[config.mk]
export PLATFORM = sky130hd
export DESIGN_NAME = register_file
export DESIGN_NICKNAME = d
export VERILOG_FILES = /design/src/rtl/tiny16_pkg.sv /design/src/rtl/pointer_reg.sv /design/src/rtl/register_file.sv
export SDC_FILE = /design/constraint.sdc
export NUM_CORES = 1
export LEC_CHECK = 0
export CAP_MARGIN = 10
export CORE_UTILIZATION = 30
export CTS_CLUSTER_SIZE = 28
export DETAILED_ROUTE_END_ITERATION = 8
export GPL_ROUTABILITY_DRIVEN = 0
export HOLD_SLACK_MARGIN = 0.1
export PLACE_DENSITY = 0.54
export REMOVE_ABC_BUFFERS = 1
export SLEW_MARGIN = 30
export SYNTH_ARGS = -nofsm -noshare
export SYNTH_HDL_FRONTEND = slang
export SYNTH_SLANG_ARGS = --single-unit
[constraint.sdc]
create_clock -name clk -period 3.6 [get_ports clk]
set_input_delay 0.54 -clock clk [delete_from_list [all_inputs] [get_ports clk]]
set_output_delay 0.54 -clock clk [all_outputs]
set_load 0.005 [all_outputs]
[src/rtl/tiny16_pkg.sv]
// Shared tiny16 constants: register map, data width, pointer reset values,
// and the byte/word write merge used by the register file.
package tiny16_pkg;

    localparam int WORD_W = 16;
    localparam int SEL_W  = 4;

    localparam logic [SEL_W-1:0] REG_ZERO = 4'd0;
    localparam logic [SEL_W-1:0] REG_PC   = 4'd1;
    localparam logic [SEL_W-1:0] REG_SP   = 4'd2;
    localparam logic [SEL_W-1:0] REG_BA   = 4'd3;
    localparam logic [SEL_W-1:0] REG_RA   = 4'd4;
    localparam logic [SEL_W-1:0] REG_RES  = 4'd15;

    localparam logic [WORD_W-1:0] PC_RESET = 16'h0000;
    localparam logic [WORD_W-1:0] SP_RESET = 16'hFFFF;

    typedef struct packed {
        logic full;
        logic up;
        logic lo;
    } wr_strb_t;

    // Full word beats byte strobes; both byte strobes replicate in[7:0].
    function automatic logic [WORD_W-1:0] merge_write(
        input logic [WORD_W-1:0] cur,
        input logic [WORD_W-1:0] din,
        input wr_strb_t          strb
    );
        logic [WORD_W-1:0] r;
        r = cur;
        if (strb.full) begin
            r = din;
        end else begin
            if (strb.up) r[15:8] = din[7:0];
            if (strb.lo) r[7:0]  = din[7:0];
        end
        return r;
    endfunction

endpackage

[src/rtl/pointer_reg.sv]
// Architectural pointer register (PC/SP): load beats inc/dec, inc and dec
// together hold, arithmetic wraps modulo 2^WORD_W.
module pointer_reg
    import tiny16_pkg::*;
#(
    parameter logic [WORD_W-1:0] RESET_VAL = '0
) (
    input  logic              clk,
    input  logic              rst,
    input  logic              load_i,
    input  logic [WORD_W-1:0] load_val_i,
    input  logic              inc_i,
    input  logic              dec_i,
    output logic [WORD_W-1:0] q_o
);

    localparam logic [WORD_W-1:0] ONE = 1;

    logic [WORD_W-1:0] ptr_q, ptr_d;

    always_comb begin
        ptr_d = ptr_q;
        if (load_i) begin
            ptr_d = load_val_i;
        end else if (inc_i && !dec_i) begin
            ptr_d = ptr_q + ONE;
        end else if (dec_i && !inc_i) begin
            ptr_d = ptr_q - ONE;
        end
    end

    always_ff @(posedge clk) begin
        if (rst) ptr_q <= RESET_VAL;
        else     ptr_q <= ptr_d;
    end

    assign q_o = ptr_q;

endmodule

[src/rtl/register_file.sv]
// Sixteen-entry 16-bit register file with PC/SP counters, bus and ALU ports.
// Define REG_FILE_DEBUG_EN to add the dbg_sel/dbg_data third read port.
module register_file
    import tiny16_pkg::*;
#(
    parameter logic [WORD_W-1:0] SP_INIT = SP_RESET,
    parameter logic [WORD_W-1:0] PC_INIT = PC_RESET
) (
    input  logic              clk,
    input  logic              rst,
    input  logic [WORD_W-1:0] in,
    input  logic [SEL_W-1:0]  reg_src_sel,
    input  logic [SEL_W-1:0]  reg_dst_sel,
    input  logic              reg_in_en,
    input  logic              reg_up_en,
    input  logic              reg_lo_en,
    input  logic              reg_out_en,
    input  logic              reg_pc_inc,
    input  logic              reg_sp_inc,
    input  logic              reg_sp_dec,
`ifdef REG_FILE_DEBUG_EN
    input  logic [SEL_W-1:0]  dbg_sel,
    output logic [WORD_W-1:0] dbg_data,
`endif
    output logic [WORD_W-1:0] out,
    output logic [WORD_W-1:0] src_out,
    output logic [WORD_W-1:0] dst_out
);

    localparam int GPR_LO = int'(REG_BA);
    localparam int GPR_HI = int'(REG_RES);

    logic [WORD_W-1:0] pc_val, sp_val;
    logic [WORD_W-1:0] gpr_q [GPR_LO:GPR_HI];
    logic [WORD_W-1:0] gpr_d [GPR_LO:GPR_HI];
    logic [WORD_W-1:0] rd_vec [16];

    wr_strb_t          strb;
    logic              wr_any;
    logic [WORD_W-1:0] wr_val;
    logic              pc_load, sp_load;

    // Flat read view of committed state; R0 is hardwired to zero.
    always_comb begin
        rd_vec[0]      = '0;
        rd_vec[REG_PC] = pc_val;
        rd_vec[REG_SP] = sp_val;
        for (int i = GPR_LO; i <= GPR_HI; i++) begin
            rd_vec[i] = gpr_q[i];
        end
    end

    assign strb    = '{full: reg_in_en, up: reg_up_en, lo: reg_lo_en};
    assign wr_any  = reg_in_en | reg_up_en | reg_lo_en;
    assign wr_val  = merge_write(rd_vec[reg_dst_sel], in, strb);
    assign pc_load = wr_any && (reg_dst_sel == REG_PC);
    assign sp_load = wr_any && (reg_dst_sel == REG_SP);

    pointer_reg #(.RESET_VAL(PC_INIT)) u_pc (
        .clk       (clk),
        .rst       (rst),
        .load_i    (pc_load),
        .load_val_i(wr_val),
        .inc_i     (reg_pc_inc),
        .dec_i     (1'b0),
        .q_o       (pc_val)
    );

    pointer_reg #(.RESET_VAL(SP_INIT)) u_sp (
        .clk       (clk),
        .rst       (rst),
        .load_i    (sp_load),
        .load_val_i(wr_val),
        .inc_i     (reg_sp_inc),
        .dec_i     (reg_sp_dec),
        .q_o       (sp_val)
    );

    always_comb begin
        for (int i = GPR_LO; i <= GPR_HI; i++) begin
            gpr_d[i] = gpr_q[i];
        end
        if (wr_any && (reg_dst_sel >= REG_BA)) begin
            gpr_d[reg_dst_sel] = wr_val;
        end
    end

    always_ff @(posedge clk) begin
        for (int i = GPR_LO; i <= GPR_HI; i++) begin
            if (rst) gpr_q[i] <= '0;
            else     gpr_q[i] <= gpr_d[i];
        end
    end

    assign out     = reg_out_en ? rd_vec[reg_src_sel] : '0;
    assign src_out = rd_vec[reg_src_sel];
    assign dst_out = rd_vec[reg_dst_sel];

`ifdef REG_FILE_DEBUG_EN
    assign dbg_data = rd_vec[dbg_sel];
`else
    // Debug read port not built.
`endif

endmodule

Yosys cells after proc, flatten, opt, wreduce, memory -nomap -nowiden --
Memory sizes are Yosys's and may differ from the RTL's. Index checks and enable logic that the tools add are counted.
Word-level totals: register bits 32, RAM bits 208, output and inout bits 48, memories 1
Memory list:
- gpr_q | depth 13, width 16, rd ports 13, clocked after memory_dff 0, write ports 13, line register_file.sv:34 | logic [WORD_W-1:0] gpr_q [GPR_LO:GPR_HI];
Cells by class: add/sub/neg operators 3, magnitude comparators 4, equality and inequality tests 2, multiplexer cells 35, bitwise logic cells 17, reductions and logical operators 10
Operator list (number):
- $mux 16 | 25
- $bwmux 208 | 1
- $mux 208 | 1
- $bmux 16 s4 | 2
- $demux 16 s4 | 1
- $add 16x1->16 const B | 2
- $mux 8 | 2
- $sub 16x1->16 const B | 1
- $or 1x1->1 | 15
- $ge 5x5->1 const B | 2
- $not 4->5 | 2
- $logic_and 1x1->1 | 6
- $lt 5x1->1 const B | 1
- $eq 4x1->1 const B | 1
- $eq 4x2->1 const B | 1
- $ge 4x2->1 const B | 1
- $mux 1 | 3
- $reduce_bool 3->1 | 1
- $logic_not 1->1 | 2
- $reduce_bool 2->1 | 1

Depth between registers and ports, before layout --
Gate-level depths: netlist (run 1).
depth after elaboration 9, mapped depth 13

Hierarchy --
From an unflattened synthesis (run 1), not the netlist that was laid out.
Second synthesis, totals: cells, all modules 1564, area total of the unflattened synthesis 15195.8 µm²
Modules (own cells, without submodules):
- register_file | times used 1, cells each 1175, area an instance 12137.9 µm², seq. area each 4164.0 µm²
- pointer_reg at u_pc | times used 1, cells each 194, area an instance 1552.7 µm², seq. area each 320.3 µm²
- pointer_reg at u_sp | times used 1, cells each 195, area an instance 1505.2 µm², seq. area each 320.3 µm²

Least setup slack after synthesis (run 1) --
Ideal clock, no wire load.
path kind input to output, from input reg_src_sel[0], to output out[15], arrival time 2730 ps, required time 3060 ps, setup slack 330 ps, stages on the path 5, path buffers 2, cells stage by stage buf_1 buf_1 mux4_2 mux4_2 and2_1
Between the ends: cells in the longest elaborated chain, start to end 5
RTL lines:
- start, declared | line register_file.sv:12 | input logic [SEL_W-1:0] reg_src_sel,
- $not 4->5
- $bmux 16 s4
- $mux 16 (2 in series)
- net src_out[15] | line register_file.sv:26 | output logic [WORD_W-1:0] src_out,
- $mux 16 | line register_file.sv:95 | assign out = reg_out_en ? rd_vec[reg_src_sel] : '0;
- end, declared | line register_file.sv:25 | output logic [WORD_W-1:0] out,
The timed path passes the listed nets, and every way through them passes these cells. The select of a mux whose other input is x is not followed.

Worst setup path after layout (run 1) --
from input reg_src_sel[0], to output out[5]
Between the ends: cells in the longest elaborated chain, start to end 5
RTL lines (line):
- $not 4->5 (not written as such) | register_file.sv:95
- $bmux 16 s4 | register_file.sv:95
- $mux 16 (not written as such) (2 in series) | register_file.sv:95
- $mux 16 | register_file.sv:95
No other way between the ends. The select of a mux whose other input is x is not followed.

==> results of run 1 <==
worst max-delay path: stages:
cell	delay, ns
buf_4	0.44
buf_12	0.25
mux4_2	0.51
mux4_2	0.56
and2_1	0.19
clkdlybuf4s50_1	0.43
layer usage:
metal	part of all wire, %	vias up	wire length [um]
met3	7.7	61	3550
met4	2.3	0	1050
li1	-	5344	-
met2	46	466	21300
met5	0	-	0
met1	44	5688	20000
cells in the mapped netlist, types with 25 or more instances:
library cell / n / area share [%]
dfxtp_1: 240 / 35
nor2_1: 166 / 4.6
nand2_1: 144 / 4.0
mux4_2: 116 / 19
a211oi_1: 108 / 5.9
o21ai_0: 87 / 3.2
clkbuf_1: 74 / 2.0
a21oi_1: 70 / 2.6
nand3b_1: 66 / 3.6
a22o_1: 30 / 1.9
mux2_2: 29 / 2.4
buf_2: 25 / 0.92
stage by stage:
step / utilization, % / cell area [sq um]
after floorplan: - / 13000
after global placement: 34.2 / 15200
after detailed placement: 34.2 / 15200
after CTS: 36.3 / 16100
after global routing: 36.3 / 16100
final: 36.3 / 16100
registers in the layout, summed over array words and instances, names as in the netlist:
signal / cells
gpr_q: 208
u_pc.q_o: 16
u_sp.q_o: 16
cell families (layout without fill, tap and decap cells):
family                   count (synthesis)  after routing  synth area share (%)
AO/OA/AOI/OAI                          344            344                  16.6
XOR/XNOR                                33             33                  2.12
adder cells (fa/ha/maj)                 18             18                  1.71
buffers and inverters                  133            201                  4.50
flip-flops                             240            240                  35.2
multiplexers                           164            164                  23.0
AND/OR/NAND/NOR                        478            478                  16.8
layout make-up:
cell class | count | area [sq um]
clock buffer | 39 | 761
clock inverter | 8 | 145
fill | 4445 | 28400
inverter | 7 | 26.3
multi-input combinational | 1037 | 8220
sequential | 240 | 4800
tap | 592 | 741
timing repair buffer | 147 | 1450
report_power, final:
group | internal, mW | total [mW] | switching (mW) | leakage, nW
registers | 2.76 | 2.87 | 0.116 | 1.95
clock network | 1.74 | 2.88 | 1.14 | 0.436
logic | 0.579 | 1.29 | 0.709 | 3.08
worst min path at each step:
stage                                     startpoint  slack [ns]  depth (start not counted)                         end
after global placement    gpr_q[0][119]$_SDFFE_PP0P_        0.45                          2  gpr_q[0][119]$_SDFFE_PP0P_
after global routing      gpr_q[0][183]$_SDFFE_PP0P_        0.49                          2  gpr_q[0][183]$_SDFFE_PP0P_
after CTS                 gpr_q[0][103]$_SDFFE_PP0P_        0.47                          2  gpr_q[0][103]$_SDFFE_PP0P_
after floorplan            gpr_q[0][53]$_SDFFE_PP0P_        0.44                          2   gpr_q[0][53]$_SDFFE_PP0P_
final                     gpr_q[0][133]$_SDFFE_PP0P_        0.47                          2  gpr_q[0][133]$_SDFFE_PP0P_
after detailed placement  gpr_q[0][103]$_SDFFE_PP0P_        0.46                          2  gpr_q[0][103]$_SDFFE_PP0P_
==> results.sh, run 1 <==
export IMPL_syn_inst=1410
export IMPL_wl_mm=45.9
export IMPL_ys_warn_count=0
export IMPL_finalCriticalPeriod_ns=3.50
export IMPL_grt_remaining_overflow=0
export IMPL_hold_slack_ns=0.471
export IMPL_setup_worst_path_start="reg_src_sel[0]"
export IMPL_final_hold_viol_count=0
export IMPL_async_flop_share_pct=0
export IMPL_hold_class="register to register"
export IMPL_drc=0
export IMPL_path_clk_slew_ns=0.06
export IMPL_post_place_ws_ns=0.101
export IMPL_initialDrtViolationCount=1212
export IMPL_grt_max_degree=81
export IMPL_maxCapViolations=0
export IMPL_start_util_pct=30.6
export IMPL_cts_tree="done"
export IMPL_htree_num_levels=1
export IMPL_via_per_inst=5.58
export IMPL_reg2reg_slack_ns=1.07
export IMPL_cts_sinks=240
export IMPL_relSlewSlack_pct=53.9
export IMPL_antenna_cells=0
export IMPL_clock_path_buffers=3
export IMPL_total_power_mw=7.05
export IMPL_place_hpwl_mm=32.6
export IMPL_grt_pass1_vias=11200
export IMPL_power_leakage_nw=5.46
export IMPL_fin_crit_sh_pct=97.1
export IMPL_fin_cells=2070
export IMPL_fp_coreArea_sq_um=44500
export IMPL_row_count=77
export IMPL_path_class="input port to output pin"
export IMPL_postLayoutSetupSlackWorst_ns=0.104
export IMPL_setup_tns_ns=0
export IMPL_synth_cell_types=59
export IMPL_grtUsageMet3_pct=3.27
export IMPL_cts_buffers=26
export IMPL_cts_root_buf="clkbuf_16"
export IMPL_grt_pass1_wl_mm=70.3
export IMPL_crit_path_end_kind="output pin"
export IMPL_arrival_ns=2.96
export IMPL_required_ns=3.06
export IMPL_outcome="complete, no violations"
export IMPL_final_common_cell="dfxtp_1"
export IMPL_worstMarginPinSlew_ns=0.691
export IMPL_area_growth_pct=18.4
export IMPL_p_per_area_nw_per_um2=436
export IMPL_layout_drive_gt1_share_pct=18.4
export IMPL_layout_common_cells="dfxtp_1, nor2_1, nand2_1"
export IMPL_drv_slew=0
export IMPL_r2r_start="u_sp.q_o[0]$_SDFFE_PP1P_"
export IMPL_clk_latency_ns=0.56
export IMPL_num_io_pins=81
export IMPL_cp_max_fo=25
export IMPL_ys_seq_area_share_pct=35.2
export IMPL_clock_skew_ns=0.0208
export IMPL_crit_end="out[5]"
export IMPL_vias=11600
export IMPL_die_h_um=215
export IMPL_setup_viol=0
export IMPL_firstDrtPassIters=5
export IMPL_synth_edf_count=0
export IMPL_ant_nets=0
export IMPL_postCtsSetupRepairBufs=0
export IMPL_syn_area_sq_um=13600
export IMPL_busiest_layer="met2"
export IMPL_ir_worst_vdd_uv=290
export IMPL_antenna_found_initial=0
export IMPL_startpoint_type="input port"
export IMPL_cts_resized=0
export IMPL_port_buffers=80
export IMPL_avgSynthCellArea_sq_um=9.67
export IMPL_grt_use_met2_pct=31.5
export IMPL_ys_ff_latch=240
export IMPL_grtUsageTotal_pct=19.5
export IMPL_reg2reg_depth=9
export IMPL_fp_dieArea_sq_um=46300
export IMPL_detail_route_wl_per_cell_um=22.2
export IMPL_nets=1510
export IMPL_worst_r2r_endpoint="u_sp.q_o[12]$_SDFFE_PP1P_"
export IMPL_dominantRegCellSynth="dfxtp_1"
export IMPL_cts_hold_fix_buffers=0
export IMPL_dp_cells=2023
export IMPL_fmax_mhz=286
export IMPL_rsz0062_at_grt="false"
export IMPL_grt_use_met1_pct=26.8
export IMPL_fp_dieW_um=215
(Power assumes the default switching activity.)
==> run 2, diff against run 1 <==
--- a/config.mk
+++ b/config.mk
@@ -10,6 +10,7 @@
 export CTS_CLUSTER_SIZE = 28
 export DETAILED_ROUTE_END_ITERATION = 8
 export GPL_ROUTABILITY_DRIVEN = 0
+export GPL_TIMING_DRIVEN = 1
 export HOLD_SLACK_MARGIN = 0.1
 export PLACE_DENSITY = 0.54
 export REMOVE_ABC_BUFFERS = 1
==> results of run 2 <==
Final layout, timing and power as in run 1 (identical DEF).
==> run 3, diff against run 2 <==
--- a/config.mk
+++ b/config.mk
@@ -6,7 +6,9 @@
 export NUM_CORES = 1
 export LEC_CHECK = 0
 export CAP_MARGIN = 10
+export CORE_ASPECT_RATIO = 0.75
 export CORE_UTILIZATION = 30
+export CTS_CLUSTER_DIAMETER = 200
 export CTS_CLUSTER_SIZE = 28
 export DETAILED_ROUTE_END_ITERATION = 8
 export GPL_ROUTABILITY_DRIVEN = 0
==> run 3 against run 2 <==
Against the previous run: non-clock buffer count grew 14; flip-flop and latch count unchanged; register-to-register slack got worse by 0.06 ns; utilization down 1.3 points; clock power is 45% lower; critical path depth is the same; critical path type unchanged; critical endpoint is now out[6].
==> results.sh, run 3 (synthesized netlist as in run 1, its figures left out) <==
export IMPL_outcome="complete, no violations"
export IMPL_grt_remaining_overflow=0
export IMPL_grtUsageTotal_pct=19.9
export IMPL_vias=11700
export IMPL_num_io_pins=81
export IMPL_post_place_ws_ns=0.167
export IMPL_p_switching_mw=1.75
export IMPL_detail_route_wl_per_cell_um=23.0
export IMPL_grt_max_degree=96
export IMPL_area_growth_pct=14.6
export IMPL_final_common_cell="dfxtp_1"
export IMPL_row_count=67
export IMPL_hold_class="register to register"
export IMPL_port_buffers=80
export IMPL_drv_slew=0
export IMPL_combPwrFrac_pct=22.4
export IMPL_finalCriticalPeriod_ns=3.40
export IMPL_rsz0062_at_grt="false"
export IMPL_worstMarginPinSlew_ns=0.735
export IMPL_intPower_mw=3.99
export IMPL_setup_tns_ns=0
export IMPL_maxCapViolations=0
export IMPL_layout_drive_gt1_share_pct=17.9
export IMPL_postCtsSetupRepairBufs=0
export IMPL_path_class="input port to output pin"
export IMPL_p_per_area_nw_per_um2=368
export IMPL_wl_mm=47.0
export IMPL_start_util_pct=30.5
export IMPL_postLayoutSetupSlackWorst_ns=0.203
export IMPL_fp_dieW_um=248
export IMPL_initialDrtViolationCount=1257
export IMPL_grt_pass1_wl_mm=70.2
export IMPL_relSlewSlack_pct=50.9
export IMPL_die_h_um=187
export IMPL_fp_dieArea_sq_um=46300
export IMPL_cts_resized=0
export IMPL_required_ns=3.06
export IMPL_setup_viol=0
export IMPL_cts_buffers=12
export IMPL_layout_common_cells="dfxtp_1, nor2_1, nand2_1"
export IMPL_clockPowerShare_pct=27.4
export IMPL_startpoint_type="input port"
export IMPL_via_per_inst=5.70
export IMPL_cts_hold_fix_buffers=0
export IMPL_firstDrtPassIters=6
export IMPL_drc=0
export IMPL_ir_worst_vdd_uv=259
export IMPL_place_hpwl_mm=33.9
export IMPL_cp_max_fo=19
export IMPL_switching_share_pct=30.5
export IMPL_path_clk_slew_ns=0.11
export IMPL_clk_latency_ns=0.51
export IMPL_largest_register="gpr_q"
export IMPL_cts_tree="done"
export IMPL_cts_sinks=240
export IMPL_largest_reg_flops=208
export IMPL_fin_crit_sh_pct=94.4
export IMPL_clock_path_buffers=3
export IMPL_grt_pass1_vias=10600
export IMPL_nets=1510
export IMPL_sequentialPowerShare_pct=50.3
export IMPL_clock_skew_ns=0.0303
export IMPL_dp_cells=2031
export IMPL_ant_nets=0
export IMPL_htree_num_levels=1
export IMPL_fp_coreArea_sq_um=44800
export IMPL_arrival_ns=2.86
export IMPL_crit_path_end_kind="output pin"
export IMPL_final_hold_viol_count=0
export IMPL_utilization_pct=34.9
export IMPL_hold_slack_ns=0.479
export IMPL_antenna_found_initial=3
export IMPL_power_leakage_nw=5.25
export IMPL_fin_cells=2046
export IMPL_cts_root_buf="clkbuf_16"
export IMPL_fmax_mhz=294
[run 3: through the flow]
stage	power (mW)	cell area [sq um]
after floorplan	3.59	13000
after global placement	4.19	15300
after detailed placement	4.21	15300
after CTS	5.75	15600
after global routing	5.98	15600
final	5.74	15600
[run 3: power groups by stage]
| stage | clock network, mW | logic (mW) | registers, mW |
|---|---|---|---|
| CTS | 1.60 | 1.27 | 2.88 |
| floorplan | 0 | 0.710 | 2.88 |
| global route | 1.70 | 1.38 | 2.90 |
| global placement | 0 | 1.25 | 2.94 |
| finish | 1.57 | 1.28 | 2.89 |
| detailed placement | 0 | 1.27 | 2.94 |
[run 3: final timing paths]
path                                   start                         end  slack (ns)  cells after the start
hold / removal    gpr_q[0][229]$_SDFFE_PP0P_  gpr_q[0][229]$_SDFFE_PP0P_        0.48                      2
setup reg to reg  gpr_q[0][171]$_SDFFE_PP0P_  gpr_q[0][139]$_SDFFE_PP0P_        1.01                      7
setup / recovery              reg_src_sel[0]                      out[6]        0.20                      6
hold reg to reg   gpr_q[0][229]$_SDFFE_PP0P_  gpr_q[0][229]$_SDFFE_PP0P_        0.48                      2
[run 3: layout make-up]
class / instances / area, sq um
Clock buffer: 13 / 325
Multi-Input combinational cell: 1037 / 8220
Timing Repair Buffer: 161 / 1510
Clock inverter: 1 / 16.3
Sequential cell: 240 / 4800
Inverter: 7 / 26.3
Fill cell: 4546 / 29100
Antenna cell: 1 / 2.50
Tap cell: 586 / 733
[run 3: metal layers]
metal	routed length (um)	track usage, %	vias up
met1	22100	31.0	5736
met3	4090	3.19	46
met5	0	0	-
li1	-	-	5337
met4	1080	4.55	0
met2	19700	28.2	544
[run 3: worst max-delay path: stages]
cell and delay, ns:
buf_4 0.35, buf_4 0.26, mux4_2 0.50, mux4_2 0.55, and2_1 0.19, clkdlybuf4s50_1 0.43
